===== src/rtl/matmul_mac_sequencer.sv =====
// 2x2 unsigned matrix product C = A x B computed by time-sharing one external
// DATA_W x DATA_W multiplier: 8 issues, 4 accumulators, one done pulse.
module matmul_mac_sequencer #(
  parameter int DATA_W  = 8,
  parameter int MUL_LAT = 1,
  parameter int RES_W   = 2*DATA_W+1
) (
  input  logic                  clk,
  input  logic                  rst,
  input  logic                  start,
  input  logic [4*DATA_W-1:0]   nums_a,
  input  logic [4*DATA_W-1:0]   nums_b,
  output logic                  ready,
  output logic                  busy,
  output logic                  mul_valid,
  output logic [DATA_W-1:0]     mul_op_a,
  output logic [DATA_W-1:0]     mul_op_b,
  input  logic [2*DATA_W-1:0]   mul_p,
  output logic [RES_W-1:0]      result1,
  output logic [RES_W-1:0]      result2,
  output logic [RES_W-1:0]      result3,
  output logic [RES_W-1:0]      result4,
  output logic                  done
);

  typedef enum logic [1:0] {IDLE, ISSUE, DRAIN, DONE} state_t;

  // Stages 0..MUL_LAT-2 of the tag pipeline; the last stage is the one being absorbed.
  localparam logic [MUL_LAT-1:0] INNER_MASK = {MUL_LAT{1'b1}} >> 1;

  state_t                state;
  logic [4*DATA_W-1:0]   a_q;
  logic [4*DATA_W-1:0]   b_q;
  logic [2:0]            k;
  logic [MUL_LAT-1:0]    tag_vld;
  logic [2:0]            tag_pipe [MUL_LAT];
  logic [RES_W-1:0]      acc      [4];
  logic [RES_W-1:0]      acc_next [4];
  logic [2:0]            k_inc;
  logic [1:0]            out_e;

  // Element idx of a packed matrix word: 0=x11, 1=x12, 2=x21, 3=x22.
  function automatic logic [DATA_W-1:0] elem(input logic [4*DATA_W-1:0] m,
                                             input logic [1:0] idx);
    logic [DATA_W-1:0] v;
    case (idx)
      2'd0:    v = m[4*DATA_W-1:3*DATA_W];
      2'd1:    v = m[3*DATA_W-1:2*DATA_W];
      2'd2:    v = m[2*DATA_W-1:DATA_W];
      default: v = m[DATA_W-1:0];
    endcase
    return v;
  endfunction

  // Issue k multiplies A[k2][k0] by B[k0][k1] into element e = k[2:1].
  function automatic logic [DATA_W-1:0] op_a_of(input logic [4*DATA_W-1:0] m,
                                                input logic [2:0] kk);
    return elem(m, {kk[2], kk[0]});
  endfunction

  function automatic logic [DATA_W-1:0] op_b_of(input logic [4*DATA_W-1:0] m,
                                                input logic [2:0] kk);
    return elem(m, {kk[0], kk[1]});
  endfunction

  assign busy  = ~ready;
  assign k_inc = k + 3'd1;
  assign out_e = tag_pipe[MUL_LAT-1][2:1];

  always_comb begin
    for (int unsigned i = 0; i < 4; i++) acc_next[i] = acc[i];
    if (tag_vld[MUL_LAT-1]) begin
      if (tag_pipe[MUL_LAT-1][0])
        acc_next[out_e] = acc[out_e] + RES_W'(mul_p);
      else
        acc_next[out_e] = RES_W'(mul_p);
    end
  end

  always_ff @(posedge clk) begin
    if (rst) begin
      state     <= IDLE;
      ready     <= 1'b1;
      done      <= 1'b0;
      mul_valid <= 1'b0;
      mul_op_a  <= '0;
      mul_op_b  <= '0;
      result1   <= '0;
      result2   <= '0;
      result3   <= '0;
      result4   <= '0;
      a_q       <= '0;
      b_q       <= '0;
      k         <= '0;
      tag_vld   <= '0;
      for (int unsigned i = 0; i < MUL_LAT; i++) tag_pipe[i] <= '0;
      for (int unsigned i = 0; i < 4; i++) acc[i] <= '0;
    end else begin
      // The tag travels alongside the operands so it meets its product MUL_LAT cycles later.
      tag_vld[0]  <= mul_valid;
      tag_pipe[0] <= k;
      for (int unsigned i = 1; i < MUL_LAT; i++) begin
        tag_vld[i]  <= tag_vld[i-1];
        tag_pipe[i] <= tag_pipe[i-1];
      end
      for (int unsigned i = 0; i < 4; i++) acc[i] <= acc_next[i];
      done <= 1'b0;

      case (state)
        IDLE: begin
          if (start) begin
            a_q       <= nums_a;
            b_q       <= nums_b;
            for (int unsigned i = 0; i < 4; i++) acc[i] <= '0;
            k         <= '0;
            mul_valid <= 1'b1;
            mul_op_a  <= op_a_of(nums_a, 3'd0);
            mul_op_b  <= op_b_of(nums_b, 3'd0);
            ready     <= 1'b0;
            state     <= ISSUE;
          end
        end
        ISSUE: begin
          if (k == 3'd7) begin
            mul_valid <= 1'b0;
            mul_op_a  <= '0;
            mul_op_b  <= '0;
            state     <= DRAIN;
          end else begin
            k         <= k_inc;
            mul_op_a  <= op_a_of(a_q, k_inc);
            mul_op_b  <= op_b_of(b_q, k_inc);
          end
        end
        DRAIN: begin
          // Leave when only the final product remains; publish it via the bypassed sum.
          if (~|(tag_vld & INNER_MASK)) begin
            result1 <= acc_next[0];
            result2 <= acc_next[1];
            result3 <= acc_next[2];
            result4 <= acc_next[3];
            done    <= 1'b1;
            state   <= DONE;
          end
        end
        default: begin
          ready <= 1'b1;
          state <= IDLE;
        end
      endcase
    end
  end

endmodule

===== config.mk =====
export PLATFORM = sky130hd
export DESIGN_NAME = matmul_mac_sequencer
export DESIGN_NICKNAME = d
export VERILOG_FILES = /design/src/rtl/matmul_mac_sequencer.sv
export SDC_FILE = /design/constraint.sdc
export NUM_CORES = 1
export LEC_CHECK = 0
export ABC_AREA = 1
export ABC_CLOCK_PERIOD_IN_PS = 8000
export CAP_MARGIN = 20
export CORE_MARGIN = 4
export CORE_UTILIZATION = 30
export DETAILED_ROUTE_END_ITERATION = 7
export DONT_BUFFER_PORTS = 1
export PLACE_DENSITY = 0.45
export SYNTH_ARGS = -nofsm -noshare
export SYNTH_HDL_FRONTEND = slang
export SYNTH_SLANG_ARGS = --single-unit
export TNS_END_PERCENT = 1

===== constraint.sdc =====
create_clock -name clk -period 8 [get_ports clk]
set_input_delay 1.2 -clock clk [delete_from_list [all_inputs] [get_ports clk]]
set_output_delay 1.2 -clock clk [all_outputs]
set_load 0.03 [all_outputs]

* Word level (Yosys, flattened, before mapping)
Memory sizes are Yosys's and may differ from the RTL's. Index checks and enable logic that the tools add are counted.
Storage, ports and cells: memories 2, bits of input ports 83, logic and storage cells 97, output and inout port bits 88, RAM bits 71, bits in registers 157
Cells by class: equality and inequality tests 10, magnitude comparators 2, muxes and demuxes 43, add/sub/neg operators 2, reductions and logical operators 13, bitwise gates (word level) 11
Memory list:
- acc | words 4, width 17, read ports 5, clocked after memory_dff 0, wr ports 4, line 37 | logic [RES_W-1:0] acc [4];
- tag_pipe | words 1, width 3, read ports 1, clocked after memory_dff 0, wr ports 1, line 36 | logic [2:0] tag_pipe [MUL_LAT];
Operator list (number):
- $mux W17 | 9
- $bwmux W68 | 2
- $mux W68 | 2
- $pmux W8 S3 | 2
- $demux W17 S2 | 1
- $mux W8 | 4
- $pmux W8 S2 | 2
- $add A17 B16 Y17 | 1
- $mux W1 | 12
- $mux W3 | 3
- $or A1 B1 Y1 | 8
- $reduce_and A2 Y1 | 4
- $eq A2 B1 Y1 const B | 3
- $eq A2 B2 Y1 const B | 3
- $logic_not A2 Y1 | 3
- $ne A2 B2 Y1 const B | 3
- $pmux W2 S3 | 1
- $pmux W3 S2 | 1
- $reduce_and A3 Y1 | 2
- $mux W2 | 2
- $pmux W1 S2 | 2
- $add A3 B1 Y3 const B | 1
- $eq A3 B3 Y1 const B | 1
- $ge A3 B3 Y1 const B | 1
- other kinds (7) | 8

* Depth between registers and ports, before layout
word-level depth 10, mapped depth 21

* Worst setup path after synthesis
Ideal clock, no wire load.
path kind register -> register, from memory tag_pipe[0][2], to memory acc[1][16] (netlist name), data pin, required time 7.731 ns, path slack 5.155 ns, cell stages (with the launch flop) 19, setup time 0.269 ns, buffers on the path 3, clock period less this slack 2.845 ns, arrival 2.576 ns, cell sequence dfxtp_1 -> nand2_1 -> buf_6 -> buf_6 -> clkbuf_1 -> o221ai_1 -> ha_1 -> inv_1 -> fa_1 -> inv_1 -> nand3_1 -> nand3_1 -> nand2_1 -> nand3_1 -> nand2_1 -> nand2_1 -> nand2_2 -> nand3_1 -> a21oi_1
RTL lines (line):
- from (decl) | 36
- to (decl) | 37

==> impl_metrics.env <==
export IMPL_synth_seq_cells=228
export IMPL_cap_viol_max_count=0
export IMPL_dr_pass1_iters=5
export IMPL_synth_largest_area_cell="dfxtp_1"
export IMPL_utilization_pct=34.2
export IMPL_worst_path_max_fanout=26
export IMPL_p_total_uw=4220
export IMPL_antenna_found_initial=0
export IMPL_grt_pass1_vias=9634
export IMPL_gp_congestion=0.886
export IMPL_synthXorXnorAreaFrac_pct=0.315
export IMPL_nNetsFinal=1603
export IMPL_start_kind="flip-flop"
export IMPL_slowest_delay_ns=0.43
export IMPL_syn_area_mm2=0.0111
export IMPL_cp_cell_sequence="inv_1 > nand2_2 > inv_2 > a22oi_1 > o221ai_1 > ha_1 > inv_1 > fa_1 > inv_1 > nand3_1 > nand3_1 > xor2_1 > mux2i_1 > nand2_1 > o21ai_0 > nor2_1"
export IMPL_netlist_area_leader_share_pct=35.0
export IMPL_pwr_share_comb_pct=23.3
export IMPL_layout_drive_gt1_share_pct=6.27
export IMPL_clk_pin_slew_ns=0.06
export IMPL_ys_types=46
export IMPL_slew_headroom_pct=35.2
export IMPL_ff2ff_setup_slack_ns=4.36
export IMPL_row_count=70
export IMPL_synthTopCellsByArea="dfxtp_1 (35%), nand2_1 (12%), edfxtp_1 (9.2%)"
export IMPL_rsz0062_at_grt="false"
export IMPL_yosys_warnings=0
export IMPL_drtIter0Drc=647
export IMPL_min_to="tag_pipe[0][2]"
export IMPL_cp_end_kind="flip-flop"
export IMPL_clockRootBuffer="clkbuf_16"
export IMPL_cts_setup_buffers=0
export IMPL_die_w_um=200
export IMPL_finClkSkew_ns=0.0271
export IMPL_ant_nets=0
export IMPL_finalSetupViolCount=0
export IMPL_fillers=3956
export IMPL_start_util_pct=30.4
export IMPL_period_minus_slack_ns=3.64
export IMPL_synth_compound_area_share_pct=21.7
export IMPL_clkPwrFrac_pct=31.0
export IMPL_synth_edf_count=34
export IMPL_cts_buffer_depth=3
export IMPL_synth_mux_area_share_pct=0.0901
export IMPL_avgRoutedWirePerCell_um=18.4
export IMPL_maxSlewViolCount=0
export IMPL_crit_type="reg2reg"
export IMPL_critPathSlowestCell="dfxtp_1"
export IMPL_min_from="k[2]"
export IMPL_switching_share_pct=40.2
export IMPL_grt_overflow_total=0
export IMPL_synth_top_family_by_area="simple AND/OR/NAND/NOR gates"
export IMPL_port_buffers=0
export IMPL_cp_arrival_ns=3.93
export IMPL_synth_most_common_cell="nand2_1"
export IMPL_area_delta_synth_final_pct=12.5
export IMPL_numCtsBuffers=27
export IMPL_clk_latency_ns=0.57
export IMPL_die_y_um=200
export IMPL_gr_usage_all_layers_pct=17.6
export IMPL_internal_power_uw=2520
export IMPL_r2r_start="tag_pipe[0][2]"
export IMPL_setup_tns_ns=0
export IMPL_cts_tree="yes"
export IMPL_syn_mean_instance_area_um2=7.37
export IMPL_hold_violations=0
export IMPL_drc_errors=0
export IMPL_drt_total_wl_um=36400
export IMPL_dieArea_mm2=0.0402
export IMPL_async_flop_share_pct=0
export IMPL_syn_inst=1506
export IMPL_hpwlAfterDp_um=25700
export IMPL_power_density_mw_per_mm2=338
export IMPL_multi_input_area_mm2=0.00543
export IMPL_synth_simple_gate_area_share_pct=22.5
export IMPL_fin_crit_sh_pct=45.5
export IMPL_hold_path_class="reg2reg"
export IMPL_grt_pass1_wl_um=57200
export IMPL_dr_total_vias=9921
export IMPL_synth_main_ff_cell="dfxtp_1"
export IMPL_timing_fmax_mhz=275
export IMPL_grt_max_degree=74
export IMPL_final_seq_area_mm2=0.00490
export IMPL_hold_depth=2
export IMPL_leakagePower_uw=0.00506
export IMPL_peakVddDrop_mv=0.153
export IMPL_synth_adder_area_share_pct=3.00
export IMPL_crit_top_cell="inv_1"
export IMPL_worst_pin_slew_ns=0.969
export IMPL_htreeDepth=1
export IMPL_ctsResizeCount=0
export IMPL_synthTopCellsByCount="nand2_1 (348), dfxtp_1 (194), o21ai_0 (173), a21oi_1 (151), inv_1 (136)"
export IMPL_yosysSeqAreaShare_pct=44.2
export IMPL_antenna_cells=0
export IMPL_viasPerCell=5.00
export IMPL_core_area_mm2=0.0365
export IMPL_reg2reg_to="acc[2][4]"
export IMPL_sequentialPowerShare_pct=45.6
export IMPL_cts_sinks=228
export IMPL_cts_hold_buffers=0
export IMPL_status="completed"
export IMPL_worstPathRequired_ns=8.29
export IMPL_rr_worst_depth=16
export IMPL_switchingPower_uw=1700
export IMPL_num_io_pins=171
[worst max-delay path, delay by kind of cell, from the launching register on]
family,cells,cell delay (ns)
xor gates and xnor gates,1,0.20
AOI/OAI and AO/OA,3,0.55
and+or+nand+nor,5,0.81
adders and majority gates,2,0.47
DFF,1,0.43
muxes,1,0.34
buffers and inverters,4,0.57
[layout by cell type (no fill, tap or decap), types with 3 or more instances in the layout]
cell       synthesis  routed
nor3_1             6       6
nand2_2            4       5
o2111ai_1          6       6
clkbuf_16          0      28
nand2_1          348     347
clkbuf_8           0       6
a22oi_1           17      17
inv_1            136     135
xnor2_1            3       3
dfxtp_1          194     194
o21ai_0          173     173
nand3b_1           3       3
edfxtp_1          34      34
a31oi_1           17      17
conb_1             1      34
a211oi_1           9       9
nor2_4             6       6
or2_2             12      12
inv_2              7       8
o211ai_1          23      23
ha_1              25      24
buf_4              4       6
or2_1              3       3
bufinv_16          0       3
nand3_1           92      92
nor2_1           106     106
nor2_2             4       4
o221ai_1          19      19
a21oi_1          151     151
clkinv_2           0       4
o21ai_1            8       7
clkbuf_1          61       4
[worst max path at each step]
stage / from / end
after global placement: tag_pipe[0][2] / acc[2][4]
after CTS: tag_pipe[0][2] / acc[2][4]
after floorplan: tag_pipe[0][2] / acc[1][16]
after global routing: tag_pipe[0][2] / acc[2][4]
final: tag_pipe[0][2] / acc[2][4]
after detailed placement: tag_pipe[0][2] / acc[2][4]
[layout make-up]
cell class / instances / share of cell area [%]
Clock buffer: 38 / 6.39
Multi-Input combinational cell: 1085 / 43.5
Tap cell: 468 / 4.69
Clock inverter: 12 / 1.24
Inverter: 145 / 4.42
Timing Repair Buffer: 7 / 0.521
Sequential cell: 228 / 39.3
[layer usage]
layer  vias to the layer above  share of wire (%)  track usage [%]
li1                       5022                  -                -
met1                      4586                 47             24.5
met3                        42                8.5             5.41
met5                         -                  0                0
met2                       271                 43             27.0
met4                         0                1.8             4.06
[flip-flops by register name, indices dropped and copies added (netlist names)]
| name | flops |
|---|---|
| a_q | 32 |
| acc | 68 |
| b_q | 32 |
| done | 1 |
| k | 3 |
| mul_op_a | 8 |
| mul_op_b | 8 |
| mul_valid | 1 |
| ready | 1 |
| result1 | 17 |
| result2 | 17 |
| result3 | 17 |
| result4 | 17 |
| state | 2 |
| tag_pipe | 3 |
| tag_vld | 1 |
[cells by family (layout without fill, tap and decap cells)]
logic type      after synthesis  after routing
compound gates              429            429
xor+xnor                      4              4
fa+ha+maj                    26             26
buf+inv                     226            202
flops                       228            228
mux                           1              1
other cells                   1             34
simple gates                591            591
[power by group through the flow]
stage | clock (µW) | sequential [µW] | combinational, µW
after CTS | 1350 | 1940 | 989
after floorplan | 0 | 1860 | 747
final | 1310 | 1930 | 985
after global routing | 1390 | 1960 | 1140
after detailed placement | 0 | 1960 | 984
after global placement | 0 | 1960 | 972
[stage by stage]
step | hold WS (ns) | instances | setup WS, ns | area (µm²)
detailed placement | 0.449 | 1932 | 4.29 | 11500
global placement | 0.447 | 1932 | 4.28 | 11500
floorplan | 0.419 | 1539 | 5.15 | 11200
finish | 0.448 | 1983 | 4.36 | 12500
global route | 0.474 | 1983 | 3.94 | 12500
CTS | 0.457 | 1982 | 4.28 | 12500
Power figures use the tool's default switching activity.
